[config.mk]
export PLATFORM = sky130hd
export DESIGN_NAME = gray_tracker
export DESIGN_NICKNAME = d
export VERILOG_FILES = /design/src/rtl/gray_pkg.sv /design/src/rtl/gray2bin.sv /design/src/rtl/gray_tracker.sv
export SDC_FILE = /design/constraint.sdc
export NUM_CORES = 1
export LEC_CHECK = 0
export BUFFER_PORTS_ARGS = -buffer_cell sky130_fd_sc_hd__buf_4
export CAP_MARGIN = 20
export CORE_ASPECT_RATIO = 1.1
export CORE_MARGIN = 3
export CORE_UTILIZATION = 35
export DETAILED_ROUTE_END_ITERATION = 10
export PLACE_DENSITY = 0.64
export SYNTH_ARGS = -nofsm -noshare
export SYNTH_HDL_FRONTEND = slang
export SYNTH_SLANG_ARGS = --single-unit
[constraint.sdc]
create_clock -name Clk -period 2.71 [get_ports Clk]
set_clock_uncertainty 0.1 [all_clocks]
set_input_delay 0.4065 -clock Clk [delete_from_list [all_inputs] [get_ports Clk]]
set_output_delay 0.4065 -clock Clk [all_outputs]
set_load 0.05 [all_outputs]
[src/rtl/gray_pkg.sv]
// Shared types and constants for the Gray-code position tracker.
package gray_pkg;

  localparam int unsigned WRAPCNT_W = 8;

  typedef enum logic [1:0] {
    IDLE  = 2'd0,
    TRACK = 2'd1,
    FAULT = 2'd2
  } state_t;

endpackage

[src/rtl/gray2bin.sv]
// Combinational Gray-to-binary converter: each binary bit is the XOR of all Gray bits at or above it.
module gray2bin #(
  parameter int unsigned WIDTH = 3
) (
  input  logic [WIDTH-1:0] gray,
  output logic [WIDTH-1:0] bin
);

  always_comb begin
    bin = '0;
    for (int i = 0; i < int'(WIDTH); i++) begin
      bin[i] = ^(gray >> i);
    end
  end

endmodule

[src/rtl/gray_tracker.sv]
// Tracks a Gray-coded counter, reporting steps, direction, wraps and illegal multi-bit jumps.
// Optional net wrap counter output enabled by defining GRAY_TRACKER_WRAPCNT_EN.
module gray_tracker
  import gray_pkg::*;
#(
  parameter int unsigned WIDTH = 3
) (
  input  logic             Clk,
  input  logic             Reset,
  input  logic             Valid,
  input  logic [WIDTH-1:0] Gray,
  input  logic             Resync,
  output logic [WIDTH-1:0] Binary,
  output logic             Step,
  output logic             Dir,
  output logic             Overflow,
  output logic             Underflow,
  output logic             Fault,
`ifdef GRAY_TRACKER_WRAPCNT_EN
  output logic             Locked,
  output logic [WRAPCNT_W-1:0] WrapCnt
`else
  output logic             Locked
`endif
);

  state_t           state;
  logic [WIDTH-1:0] ref_gray;
  logic [WIDTH-1:0] conv_bin;
  logic [WIDTH-1:0] diff;
  logic             single_bit;
  logic             going_up;
  logic             wrap_up;
  logic             wrap_down;

  gray2bin #(.WIDTH(WIDTH)) u_gray2bin (
    .gray (Gray),
    .bin  (conv_bin)
  );

  // Exactly one bit changed versus the reference: nonzero and a power of two.
  always_comb begin
    diff       = Gray ^ ref_gray;
    single_bit = (diff != '0) && ((diff & (diff - WIDTH'(1))) == '0);
    going_up   = (conv_bin == WIDTH'(Binary + WIDTH'(1)));
    wrap_up    = going_up && (Binary == '1);
    wrap_down  = !going_up && (Binary == '0);
  end

  always_ff @(posedge Clk) begin
    if (Reset) begin
      state     <= IDLE;
      ref_gray  <= '0;
      Binary    <= '0;
      Step      <= 1'b0;
      Dir       <= 1'b0;
      Overflow  <= 1'b0;
      Underflow <= 1'b0;
      Fault     <= 1'b0;
      Locked    <= 1'b0;
`ifdef GRAY_TRACKER_WRAPCNT_EN
      WrapCnt   <= '0;
`endif
    end else begin
      Step <= 1'b0;
      if (Resync) begin
        // Drop the reference; position and sticky history survive.
        state  <= IDLE;
        Fault  <= 1'b0;
        Locked <= 1'b0;
      end else if (Valid) begin
        case (state)
          IDLE: begin
            Binary   <= conv_bin;
            ref_gray <= Gray;
            state    <= TRACK;
            Locked   <= 1'b1;
          end
          TRACK: begin
            if (single_bit) begin
              Binary   <= conv_bin;
              ref_gray <= Gray;
              Step     <= 1'b1;
              Dir      <= going_up;
              if (wrap_up) begin
                Overflow <= 1'b1;
`ifdef GRAY_TRACKER_WRAPCNT_EN
                WrapCnt  <= WrapCnt + WRAPCNT_W'(1);
`endif
              end
              if (wrap_down) begin
                Underflow <= 1'b1;
`ifdef GRAY_TRACKER_WRAPCNT_EN
                WrapCnt   <= WrapCnt - WRAPCNT_W'(1);
`endif
              end
            end else if (diff != '0) begin
              state  <= FAULT;
              Fault  <= 1'b1;
              Locked <= 1'b0;
            end
          end
          FAULT: begin
          end
          default: begin
            state  <= IDLE;
            Fault  <= 1'b0;
            Locked <= 1'b0;
          end
        endcase
      end
    end
  end

endmodule
==> results.py <==
metrics = {
    "status": {
        "run_status": "finished clean",
    },
    "drt": {
        "drtAntennaViolNets": 0,
        "drc": 0,
        "drtPass1Iterations": 4,
        "drtIter0Drc": 9,
        "wire_per_inst_um": 12.50,
        "viasPerCell": 5.194,
        "drt_wl_total_um": 1550,
        "vias": 644,
    },
    "flow_run": {
        "drv_cap": 0,
    },
    "final_layout": {
        "drive_above_1_share_pct": 29.17,
        "final_cells": 124,
        "final_common_cell": "buf_4",
        "mostFrequentLayoutCells": "buf_4 (15), dfxtp_1 (12), a21oi_1 (8), xnor2_1 (5)",
        "fill_cells": 194,
        "syn2layout_area_growth_pct": 17.13,
        "postLayoutCoreUtil_pct": 45.10,
        "layout.area.seq_um2": 240.2,
        "finalNetCount": 107,
        "diodes": 0,
        "multi_input_area_um2": 514.2,
    },
    "sta": {
        "slew_headroom_pct": 76.66,
        "hold_violations": 0,
        "hold_ws_ns": 0.2328,
        "tns_ns": 0,
        "finalSetupViolations": 0,
        "post-route-period-util_pct": 74.23,
        "tightest_slew_ns": 0.3496,
        "timing.fmax_mhz": 497.1,
        "rsz0062_at_grt": "false",
        "slew_viol_final": 0,
        "min_period_ns": 2.012,
    },
    "grt": {
        "top_usage_layer": "met2",
        "antenna_found_initial": 0,
        "globalRouteMet1Util_pct": 16.56,
        "grt_max_degree": 13,
        "use_met2_pct": 16.70,
        "use_met3_pct": 3.448,
        "track_usage_pct": 12.12,
        "grt_pass1_wl_um": 2663,
        "grt_pass1_vias": 575,
        "globalRouteOverflowTotal": 0,
    },
    "synth": {
        "synthDistinctLibCells": 36,
        "synth_compound_area_share_pct": 17.44,
        "synthAdderAreaFrac_pct": 5.864,
        "seq_area_frac_synth_pct": 29.63,
        "synth_top_family_by_area": "simple AND/OR/NAND/NOR gates",
        "yosys.area_share.simple_pct": 20.22,
        "post_synth_mux_area_share_pct": 2.469,
        "syn_inst": 82,
        "syn_area_per_cell_um2": 9.888,
        "synth-seq-cells": 12,
        "ys_async_sr_fraction_pct": 0,
        "synth_area_um2": 810.8,
        "synth_edf_count": 0,
        "ys.flop_type": "dfxtp_1",
        "synthXorXnorAreaFrac_pct": 17.44,
        "synth_nets": 92,
        "yosysWarnings": 0,
    },
    "placed_design": {
        "io_buffer_count": 15,
        "place_inst": 120,
        "place_congestion": 0.7825,
        "place_hpwl_um": 1200,
    },
    "setup_path": {
        "worstPathCellList": "inv_1 > ha_1 > or4_1 > a21oi_1 > nand2b_2 > nor4b_1 > a22o_1",
        "r2r-end": "Underflow",
        "crit_slowest_cell": "or4_1",
        "critPathArrivalTime_ns": 2.09,
        "r2r-start": "Binary[0]",
        "rrSetupSlack_ns": 0.70,
        "cp_data_required_time_ns": 2.79,
        "cp_slowest_stage_delay_ns": 0.47,
        "end_kind": "flip-flop",
        "critical_path_class": "reg2reg",
        "reg2regPathDepth": 7,
        "crit_fanout": 4,
        "startpoint_type": "flip-flop",
    },
    "clock_network": {
        "cts_tree": "built",
        "post_cts_buffers": 0,
        "hold_buffers": 0,
        "insertion_delay_ns": 0.28,
        "cts_resized": 0,
        "ctsHtreeMaxLevel": 1,
        "numCtsBuffers": 3,
        "clk_pin_slew_ns": 0.09,
        "cts.path.max_buffers": 2,
        "clock-root-buffer": "clkbuf_4",
        "cts.sink_count": 12,
    },
    "pwr": {
        "vdd_ir_drop_max_uv": 378.5,
        "cellPowerDensity_nw_per_um2": 478.6,
        "p_leak_nw": 0.3856,
    },
    "floorplanning": {
        "ios": 16,
        "initial_core_util_pct": 38.50,
        "die_height_um": 56.48,
        "die_area_um2": 2931,
        "die_width_um": 51.89,
        "core_area_um2": 2106,
        "rows": 17,
    },
    "hold_path": {
        "hold_start": "Resync",
        "hold_path_class": "in2reg",
        "holdPathStages": 2,
        "hold_end": "Fault",
    },
}
-- cell usage after synthesis (all sizes together) (2+ instances only) --
master | number | area [µm²]
dfxtp | 12 | 240.2
mux2i | 2 | 20.02
ha | 3 | 37.54
buf | 4 | 41.29
nor3 | 2 | 10.01
xor2 | 3 | 26.28
nand3 | 4 | 20.02
a31oi | 2 | 12.51
nor3b | 2 | 26.28
xnor2 | 8 | 115.1
nor2 | 4 | 15.01
inv | 3 | 11.26
o21ai | 4 | 20.02
nand2 | 3 | 11.26
a211oi | 2 | 25.02
a21oi | 8 | 40.04
-- cells by family after synthesis --
group | after synthesis
adders and majority gates | 4
and+or+nand+nor | 25
buffers and inverters | 8
DFF | 12
muxes | 2
AOI/OAI and AO/OA | 20
xor gates and xnor gates | 11
-- per-stage QoR --
step	total power, mW	setup WS, ns	cell area [µm²]
3_3_place_gp	0.3072	0.7623	913.4
3_5_place_dp	0.3099	0.7206	913.4
2_1_floorplan	0.2864	0.4229	810.8
6_report	0.4545	0.6984	949.7
5_1_grt	0.4746	0.5618	949.7
4_1_cts	0.4579	0.6935	949.7
-- sequential cells by signal, summed over array words and instances (netlist names) --
register / count
state: 2
Binary: 3
Overflow: 1
Step: 1
Underflow: 1
Fault: 1
ref_gray: 2
Dir: 1
-- per-layer routing --
layer | wire length [µm] | share of wire (%)
met5 | 0 | 0
met4 | 20 | 1.3
met3 | 83 | 5.4
met2 | 698 | 45
met1 | 747 | 48
-- final cells by class --
cell class / count / share of cell area, %
Multi-Input combinational cell: 62 / 54.15
Sequential cell: 12 / 25.30
Timing Repair Buffer: 15 / 11.86
Clock buffer: 4 / 3.821
Tap cell: 28 / 3.689
Inverter: 3 / 1.186
-- power breakdown --
part	internal [mW]	leakage, nW	switching, mW
Combinational	0.0494	0.267	0.0646
Sequential	0.182	0.0975	0.00907
Clock	0.0818	0.0210	0.0675
-- worst max-delay path: cells and delay by family, from the launching register on --
kind | cells | cell delay, ns
compound gates | 2 | 0.33
fa+ha+maj | 1 | 0.33
buf+inv | 1 | 0.09
flops | 1 | 0.39
simple gates | 3 | 0.66
-- worst max-delay path by stage --
| stage | start | end | slack (ns) | cells after the start |
|---|---|---|---|---|
| floorplan | Binary[0] | Underflow | 0.42 | 7 |
| global placement | Binary[0] | Underflow | 0.76 | 7 |
| detailed placement | Binary[0] | Underflow | 0.72 | 7 |
| CTS | Binary[0] | Underflow | 0.69 | 7 |
| global route | Binary[0] | Underflow | 0.56 | 7 |
| finish | Binary[0] | Underflow | 0.70 | 7 |
Note: power is estimated with default switching activity, not from simulation.
